[src/rtl/fetch_ctrl.sv]
// Instruction-fetch sequencer: owns the PC, keeps one imem request in flight, feeds a one-entry decode slot.
// Request valid is combinational from state, slot occupancy and stall; PC, slot and FSM are registered.
module fetch_ctrl #(
  parameter int                       ADDRESS_WIDTH = 32,
  parameter int                       DATA_WIDTH    = 32,
  parameter logic [ADDRESS_WIDTH-1:0] RESET_PC      = '0
) (
  input  logic                     clk,
  input  logic                     rst,
  input  logic                     stall_f,
  input  logic                     pc_src_e,
  input  logic [ADDRESS_WIDTH-1:0] pc_target_e,
  output logic                     imem_req_valid,
  output logic [ADDRESS_WIDTH-1:0] imem_req_addr,
  input  logic                     imem_req_ready,
  input  logic                     imem_rsp_valid,
  input  logic [DATA_WIDTH-1:0]    imem_rsp_data,
  output logic [ADDRESS_WIDTH-1:0] pc_f,
  output logic [ADDRESS_WIDTH-1:0] pc_plus4_f,
  output logic [DATA_WIDTH-1:0]    instr_f,
  output logic                     instr_valid_f
);

  typedef enum logic [1:0] {
    S_REQ  = 2'd0,
    S_WAIT = 2'd1,
    S_DROP = 2'd2
  } state_t;

  state_t                   r_state;
  logic [ADDRESS_WIDTH-1:0] r_pc_q;
  logic [ADDRESS_WIDTH-1:0] r_pc_f;
  logic [DATA_WIDTH-1:0]    r_instr_f;
  logic                     r_instr_vld;
  logic                     r_run;

  logic w_consume;
  logic w_req_vld;
  logic w_hs;
  logic w_in_flight;

  assign w_consume   = r_instr_vld & ~stall_f;
  // r_run keeps the request port quiet for the reset cycle itself.
  assign w_req_vld   = r_run & (r_state == S_REQ) & (~r_instr_vld | ~stall_f);
  assign w_hs        = w_req_vld & imem_req_ready;
  assign w_in_flight = (r_state != S_REQ) & ~imem_rsp_valid;

  assign imem_req_valid = w_req_vld;
  assign imem_req_addr  = r_pc_q;
  assign pc_f           = r_pc_f;
  assign pc_plus4_f     = r_pc_f + ADDRESS_WIDTH'(4);
  assign instr_f        = r_instr_f;
  assign instr_valid_f  = r_instr_vld;

  always_ff @(posedge clk or negedge rst) begin
    if (!rst) begin
      r_state     <= S_REQ;
      r_pc_q      <= RESET_PC;
      r_pc_f      <= '0;
      r_instr_f   <= '0;
      r_instr_vld <= 1'b0;
      r_run       <= 1'b0;
    end else begin
      r_run <= 1'b1;
      if (pc_src_e) begin
        // A request still owed a response must have that response swallowed.
        r_pc_q      <= pc_target_e;
        r_instr_vld <= 1'b0;
        if (w_hs || w_in_flight) begin
          r_state <= S_DROP;
        end else begin
          r_state <= S_REQ;
        end
      end else begin
        if (w_consume) begin
          r_instr_vld <= 1'b0;
        end
        case (r_state)
          S_REQ: begin
            if (w_hs) begin
              r_state <= S_WAIT;
            end
          end
          S_WAIT: begin
            if (imem_rsp_valid) begin
              r_instr_f   <= imem_rsp_data;
              r_pc_f      <= r_pc_q;
              r_instr_vld <= 1'b1;
              r_pc_q      <= r_pc_q + ADDRESS_WIDTH'(4);
              r_state     <= S_REQ;
            end
          end
          S_DROP: begin
            if (imem_rsp_valid) begin
              r_state <= S_REQ;
            end
          end
          default: r_state <= S_REQ;
        endcase
      end
    end
  end

endmodule
[config.mk]
export PLATFORM = sky130hd
export DESIGN_NAME = fetch_ctrl
export DESIGN_NICKNAME = d
export VERILOG_FILES = /design/src/rtl/fetch_ctrl.sv
export SDC_FILE = /design/constraint.sdc
export NUM_CORES = 1
export LEC_CHECK = 0
export CAP_MARGIN = 5
export CORE_UTILIZATION = 47
export DETAILED_ROUTE_END_ITERATION = 7
export PLACE_DENSITY = 0.87
export SYNTH_ARGS = -nofsm -noshare
export SYNTH_HDL_FRONTEND = slang
export SYNTH_SLANG_ARGS = --single-unit
[constraint.sdc]
create_clock -name clk -period 3.45 [get_ports clk]
set_clock_uncertainty 0.2 [all_clocks]
set_input_delay 0.345 -clock clk [delete_from_list [all_inputs] [get_ports clk]]
set_output_delay 0.345 -clock clk [all_outputs]
set_load 0.02 [all_outputs]
# After elaboration in Yosys (flattened, before gate mapping)

Cells that the tools add are included.

Bits in writable memories: 0
Register bits: 100
Latch bits: 0
Memories kept: 0
Word-level logic and storage cells: 43
ROM bits: 0

Reductions and logical operators: 9
$add $sub $neg: 2
Bitwise gates (word level): 10
Shift-type cells: 0
Div/mod/pow operators: 0
Mux-type cells: 12
$lt $le $gt $ge: 0
Equality and inequality tests: 4
Multiply operators: 0

Operators with widths:

| operator                                              | number |
|---|---|
| 2-to-1 mux 32 bit                                     | 3 |
| adder 32 x 3 -> 32 bit, second input constant         | 2 |
| 2-to-1 mux 2 bit                                      | 4 |
| nonzero test 2 bit                                    | 3 |
| bitwise AND 1 bit                                     | 5 |
| 2-to-1 mux 1 bit                                      | 4 |
| NOT 1 bit                                             | 4 |
| one-hot mux 2 bit (2 select lines)                    | 1 |
| AND reduction 2 bit                                   | 2 |
| inequality test 3 x 1 -> 1 bit, second input constant | 1 |
| inequality test 3 bit, second input constant          | 1 |
| AND reduction 3 bit                                   | 1 |
| equality test 2 x 1 -> 1 bit, second input constant   | 1 |
| equality test 2 bit, second input constant            | 1 |
| logical NOT 2 bit                                     | 1 |
| OR reduction 2 bit                                    | 1 |
| logical OR 1 bit                                      | 1 |
| OR 1 bit                                              | 1 |

# Logic depth before layout (Yosys ltp)

Gate-level depths: netlist (run 1).

Word-level depth: 7
Gate-level depth with buffers: 8
Mapped depth without buffers: 6

# Least setup slack after synthesis (run 1)

Ideal clock, no wire load.

Path kind: flip-flop to output port
From: reg r_pc_f[9], in the netlist pc_f[9]
To: out pc_plus4_f[20]
Arrival: 2.037 ns
Required time: 2.905 ns
Stages on the path, launching flop included: 5
Setup slack: 0.868 ns
Path through: dfrtp_1 > nand4_1 > nor4_1 > nand4_1 > xnor2_1

Word-level cells in the longest chain between the ends: 1

Ends and longest elaborated chain:

| element                | line | text |
|---|---|---|
| start, declared        | 32   | `logic [ADDRESS_WIDTH-1:0] r_pc_f;` |
| start signal, assigned | 87   | `r_pc_f <= r_pc_q;` |
| adder 32 x 3 -> 32 bit | 51   | `assign pc_plus4_f = r_pc_f + ADDRESS_WIDTH'(4);` |
| end, declared          | 19   | `output logic [ADDRESS_WIDTH-1:0] pc_plus4_f,` |

Every way passes these cells.

# Worst setup path after layout (run 1)

From: reg r_pc_f[2], in the netlist pc_f[2]
To: out pc_plus4_f[28]

The elaborated chain is that of the path after synthesis.

==> results of run 1 <==
==> per-layer routing <==
layer	GRT usage	wire length (µm)	share of wire	vias up
met5	0	0	0	-
met4	0.0908	326	0.025	0
met3	0.0485	744	0.057	24
met2	0.427	6450	0.50	165
li1	-	-	-	1981
met1	0.300	5430	0.42	2051
==> cells in the mapped netlist <==
master / count / share of area
buf_4: 2 / 0.0031
inv_2: 1 / 0.00077
nand4_1: 15 / 0.019
nor4_2: 1 / 0.0026
a31oi_1: 14 / 0.018
or4_1: 20 / 0.031
clkbuf_1: 18 / 0.014
nor3_1: 4 / 0.0041
nand3_2: 2 / 0.0041
or2_2: 2 / 0.0026
buf_2: 4 / 0.0041
and2_1: 1 / 0.0013
nor2b_1: 1 / 0.0013
o211ai_1: 4 / 0.0062
nand2_1: 41 / 0.032
conb_1: 1 / 0.00077
inv_1: 10 / 0.0077
ha_1: 4 / 0.010
xor2_1: 10 / 0.018
mux2_2: 61 / 0.14
nor2_1: 21 / 0.016
nor4_1: 2 / 0.0026
dfrtp_1: 100 / 0.51
and2_0: 1 / 0.0013
nand3_1: 24 / 0.025
o21ai_0: 20 / 0.021
o31ai_1: 12 / 0.019
and4_1: 4 / 0.0072
or3_1: 2 / 0.0026
mux2i_1: 1 / 0.0021
o221a_2: 1 / 0.0023
and3_1: 7 / 0.0090
xnor2_1: 29 / 0.052
a21oi_1: 2 / 0.0021
o2bb2ai_1: 1 / 0.0018
==> worst min-delay path by stage <==
stage	slack [ns]	to	from
2_1_floorplan	-0.15	imem_req_addr[0]	rst
3_3_place_gp	0.29	instr_f[12]	instr_f[12]
3_5_place_dp	0.29	instr_f[22]	instr_f[22]
4_1_cts	0.01	pc_f[25]	rst
5_1_grt	0.04	pc_f[22]	rst
6_report	-0.04	pc_f[22]	rst
==> area by class of cell <==
class / count / area, µm²
clock buffers: 11 / 151
clock inverters: 5 / 66.3
fillers: 698 / 2710
inverters: 11 / 41.3
multi-input cells: 308 / 2230
flip-flops and latches: 100 / 2500
well taps: 133 / 166
repair buffers: 206 / 2040
==> where the power goes <==
group | switching (µW) | internal, µW
clock | 426 | 386
combinational | 1180 | 1350
sequential | 401 | 1550
total | 2010 | 3280
==> stage by stage <==
step           hold WS, ns  instances  total power (µW)   util  setup WS, ns
2_1_floorplan       -0.151        443              3140      -         0.868
3_3_place_gp         0.286        758              4420  0.704         0.473
3_5_place_dp         0.295        758              4510  0.704         0.423
4_1_cts             0.0117        774              5320  0.726         0.270
5_1_grt             0.0426        774              5540  0.726        0.0555
6_report           -0.0372        774              5290  0.726         0.293
==> registers in the layout, indices dropped and copies added (netlist names) <==
register / flops
imem_req_addr: 32
instr_f: 32
instr_valid_f: 1
pc_f: 32
r_run: 1
r_state: 2
==> logic make-up (layout without fill, tap and decap cells) <==
kind of cell	Yosys count	in the layout
AND/OR/NAND/NOR	148	148
flip-flops	100	100
multiplexers	62	62
AO/OA/AOI/OAI	54	54
XOR/XNOR	39	39
buffers and inverters	35	233
adder cells (fa/ha/maj)	4	4
other	1	1
==> worst max-delay path, stage by stage, from the launching register on <==
cell and delay [ns]:
dfrtp_1 0.49, ha_1 0.27, nand2_1 0.11, nor4_1 0.23, buf_4 0.22, nand3_1 0.10
xnor2_1 0.19, clkdlybuf4s50_1 0.64
==> cells in the final DEF, fill, tap and decap left out, drive strengths merged, types with 15 or more instances in the layout <==
cell type / n
nor2: 21
clkdlybuf4s50: 198
nand2: 41
nand4: 15
or4: 20
dfrtp: 100
mux2: 61
nand3: 26
o21ai: 20
xnor2: 29
==> results.toml, run 1 <==
[floorplanning]
die_h_um = 104
die_area_um2 = 10800
rows = 36
io_pins = 200
die_w_um = 104
initial_core_util = 0.491
core_area_um2 = 9910

[sta]
maxSlewViolCount = 0
post-route-period-util = 0.915
relSlewSlack = 0.292
rsz0062_at_grt = "false"
fmax_mhz = 317
post-route-min-period_ns = 3.16
hold_viol = 41
tns_ns = 0
worst_pin_slew_ns = 1.06
hold_slack_ns = -0.0372
finalSetupViolations = 0

[synth]
syn_area_um2 = 4860
yosysUniqueCellTypes = 35
synth_xor_area_frac = 0.0703
yosys.area_share.simple = 0.161
synth_fa_ha_area_frac = 0.0103
synth_top_family_by_area = "simple AND/OR/NAND/NOR gates"
ys_ff_latch = 100
syn_inst = 443
syn_nets = 517
synth.area.mux_share = 0.143
yosys_warnings = 0
synth-compound-area-share = 0.0695
avgSynthCellArea_um2 = 11.0
yosysSeqAreaShare = 0.515

[clocking]
cts_buffers = 9
clkSinkCount = 100
ctsHoldBuffers = 0
postCtsSetupBuffers = 0
cts-resized-gates = 0
clkSlewWorstSetupHoldPaths_ns = 0.10
tritoncts = "yes"
htree_levels = 3
cts_root_buffer = "clkbuf_8"
clk-insertion-delay-late_ns = 0.36
clockBufferDepth = 2

[critical_path]
rr_startpoint = "r_state[1]"
r2r-end = "imem_req_addr[30]"
r2r_cells = 6
critPathKind = "flop to primary output"
setup.worst_path.end_class = "primary output"
cp_max_fo = 7
r2r_slack_ns = 0.70
worstSetupStartpointType = "flop"
arrival_ns = 2.61
required_ns = 2.90
cp-startpoint = "pc_f[2]"
cp-endpoint = "pc_plus4_f[28]"

[final_layout]
design_area_um2 = 7200
num_antenna_cells = 0
area_growth_pct = 48.1
fin_nets = 710
drive_above_1_share = 0.145

[routing]
drc_errors = 0
drtIter0Drc = 293
vias_per_cell = 5.45
firstDrtPassIters = 5
routed-via-count = 4221
routed_wl_mm = 13.0
postRouteAntennaNets = 0
wl_per_cell_um = 16.7

[grt]
grt_max_degree = 87
track_usage = 0.245
grt_pass1_wl_mm = 21.4
antenna_found_initial = 0
grt-ovfl-total = 0
grt_pass1_vias = 4271

[power_and_ir_drop]
p_leak_uw = 0.00293
powerDensity_nw_per_um2 = 735
irDropWorstVdd_mv = 0.414

[run_status]
violations = "negative hold slack"
status = "finished with violations"

[placed_design]
gp_congestion = 0.838
place_hpwl_mm = 9.58
io_buffers = 199
placed_cell_area_um2 = 6980

[flow_run]
maxCapViolCount = 0

[hold_path]
hold_path.class = "input port to asynchronous set/reset pin"
Power figures use the tool's default switching activity.
==> inputs of run 2 (changes only) <==
--- a/config.mk
+++ b/config.mk
@@ -5,10 +5,12 @@
 export SDC_FILE = /design/constraint.sdc
 export NUM_CORES = 1
 export LEC_CHECK = 0
+export ABC_AREA = 1
 export CAP_MARGIN = 5
-export CORE_UTILIZATION = 47
+export CORE_UTILIZATION = 49
 export DETAILED_ROUTE_END_ITERATION = 7
-export PLACE_DENSITY = 0.87
+export GPL_TIMING_DRIVEN = 0
+export PLACE_DENSITY = 0.86
 export SYNTH_ARGS = -nofsm -noshare
 export SYNTH_HDL_FRONTEND = slang
 export SYNTH_SLANG_ARGS = --single-unit
==> run 2 against run 1 <==
The flow now finishes without violations. Non-clock buffer count grew 19. Power up 20%. Core utilization is 1.0 points higher. Final cell count grew 42%. Largest power group unchanged. Critical endpoint is now pc_plus4_f[24]. Design area grew 12%. Via count up 37%. Setup slack better by 0.074 ns.
==> results.toml, run 2 <==
[routing]
wl_per_cell_um = 16.0
firstDrtPassIters = 5
postRouteAntennaNets = 0
routed_wl_mm = 17.5
routed-via-count = 5786
drtIter0Drc = 513
drc_errors = 0
vias_per_cell = 5.28

[power_and_ir_drop]
p_leak_uw = 0.00371
intPower_uw = 3630
switchingPower_uw = 2720
powerDensity_nw_per_um2 = 786
seq_power_share = 0.335
p_sw_frac = 0.429
clkPwrFrac = 0.156
power_frac_comb = 0.509
irDropWorstVdd_mv = 0.553
finalPower_uw = 6350

[synth]
synth_edf_count = 0
synth_area_leaders = "dfrtp_1 (45%), nand2_1 (18%), o21ai_0 (4.3%)"
synth.most_common_cell = "nand2_1"
yosysUniqueCellTypes = 41
ys_ff_latch = 100
synth_top_cell_area_share = 0.447
yosys.area.top_type = "dfrtp_1"
yosys_warnings = 0
syn_nets = 814
async_flop_share = 1.00
avgSynthCellArea_um2 = 7.57
syn_area_um2 = 5600
synth.top_cells.by_count = "nand2_1 (276), dfrtp_1 (100), inv_1 (63), nor2_1 (52), o21ai_0 (48)"
yosysSeqAreaShare = 0.447
syn_inst = 740
synth-main-ff-cell = "dfrtp_1"

[sta]
setup_ws_ns = 0.367
tns_ns = 0
hold_viol = 0
worst_pin_slew_ns = 0.577
rsz0062_at_grt = "false"
post-route-period-util = 0.894
fmax_mhz = 324
finalSetupViolations = 0
relSlewSlack = 0.615
post-route-min-period_ns = 3.08
maxSlewViolCount = 0

[final_layout]
most-common-layout-cells = "nand2_1 (276), clkdlybuf4s50_1 (197), dfrtp_1 (100)"
fin_nets = 1025
layout_commonest_cell = "nand2_1"
area_growth_pct = 44.4
num_antenna_cells = 0
drive_above_1_share = 0.0805
design_area_um2 = 8090

[grt]
antenna_found_initial = 0
use_met3 = 0.0448
grt-ovfl-total = 0
grt_max_degree = 74
use_met2 = 0.507
busiest_layer = "met2"
track_usage = 0.310
grt_pass1_wl_mm = 28.0
grt_pass1_vias = 5561
grt_util_met1 = 0.414

[critical_path]
required_ns = 2.90
crit_slowest_cell = "clkdlybuf4s50_1"
crit_chain = "ha_1 > nand3_2 > inv_2 > nand3_4 > nor2_4 > nand2_4 > nor2_8 > nand3_1 > nand2_1 > clkdlybuf4s50_1"
worstSetupStartpointType = "flop"
arrival_ns = 2.54
path_delay_family = "simple AND/OR/NAND/NOR gates"
critPathKind = "flop to primary output"
setup.worst_path.end_class = "primary output"
cp_max_fo = 4
crit_buf_inv = 2
cpPeakStageDelay_ns = 0.59
r2r_slack_ns = 1.39

[clocking]
cts_root_buffer = "clkbuf_16"
tritoncts = "yes"
htree_levels = 3
cts_buffers = 9
clockBufferDepth = 2
clkSinkCount = 100
clk-insertion-delay-late_ns = 0.35
clkSlewWorstSetupHoldPaths_ns = 0.07

[placed_design]
gp_congestion = 0.953
io_buffers = 198
pre_cts_ws_ns = 0.733
placed_cell_area_um2 = 7780
place_hpwl_mm = 13.4

[floorplanning]
die_w_um = 109
die_area_um2 = 11900
rows = 38
initial_core_util = 0.510
core_area_um2 = 11000
die_h_um = 109
io_pins = 200

[run_status]
status = "finished clean"

[flow_run]
maxCapViolCount = 0

[hold_path]
hold_path.class = "input port to flop"
-- run 2: what timing repair did --
| action | 4_1_cts | 5_1_grt |
|---|---|---|
| resized for setup | 0 | 0 |
| setup buffers | 0 | 0 |
| endpoints found under the hold margin | 27 | 0 |
| hold buffers | 1 | 0 |
-- run 2: final timing paths --
check / startpoint / to / depth (start not counted)
setup / recovery: pc_f[3] / pc_plus4_f[24] / 10
hold / removal: pc_src_e / r_state[0] / 3
setup reg to reg: r_state[0] / imem_req_addr[2] / 8
hold reg to reg: instr_f[20] / instr_f[20] / 2
max in group asynchronous: rst / imem_req_addr[5] / 3
min in group asynchronous: rst / instr_f[18] / 2
-- run 2: tightest hold or removal path, delay by kind of cell --
kind | cells | cell delay (ns)
compound gates | 2 | 0.20
buf+inv | 1 | 0.22
-- run 2: cell type report --
cell class	count	area [µm²]
Fill cell	837	2900
Clock inverter	6	56.3
Tap cell	140	175
Inverter	69	259
Clock buffer	10	239
Multi-Input combinational cell	546	2730
Buffer	25	114
Sequential cell	100	2500
Timing Repair Buffer	200	2020
-- run 2: cell families after synthesis --
group,after synthesis,share of synthesized area
compound gates,81,0.0802
other cells,1,0.000670
buf+inv,94,0.0666
flops,100,0.447
simple gates,432,0.352
fa+ha+maj,4,0.00894
xor+xnor,28,0.0451
-- run 2: layer usage --
metal | routed length, µm | up-vias | share of wire
li1 | - | 2766 | -
met1 | 7310 | 2657 | 0.42
met2 | 8250 | 323 | 0.47
met3 | 1430 | 40 | 0.082
met4 | 498 | 0 | 0.028
met5 | 0 | - | 0
-- run 2: power by group through the flow --
stage | sequential [µW] | combinational (µW) | clock (µW)
detailed placement | 2130 | 3230 | 0
finish | 2130 | 3240 | 989
global route | 2190 | 3500 | 1040
floorplan | 2560 | 1120 | 0
CTS | 2120 | 3250 | 989
global placement | 2120 | 3180 | 0
-- run 2: metrics by stage --
stage,utilization,instances,hold WS [ns]
after global placement,0.706,1078,0.253
final,0.736,1096,0.247
after global routing,0.736,1096,0.250
after CTS,0.736,1096,0.238
after floorplan,-,740,-0.151
after detailed placement,0.709,1079,0.0950
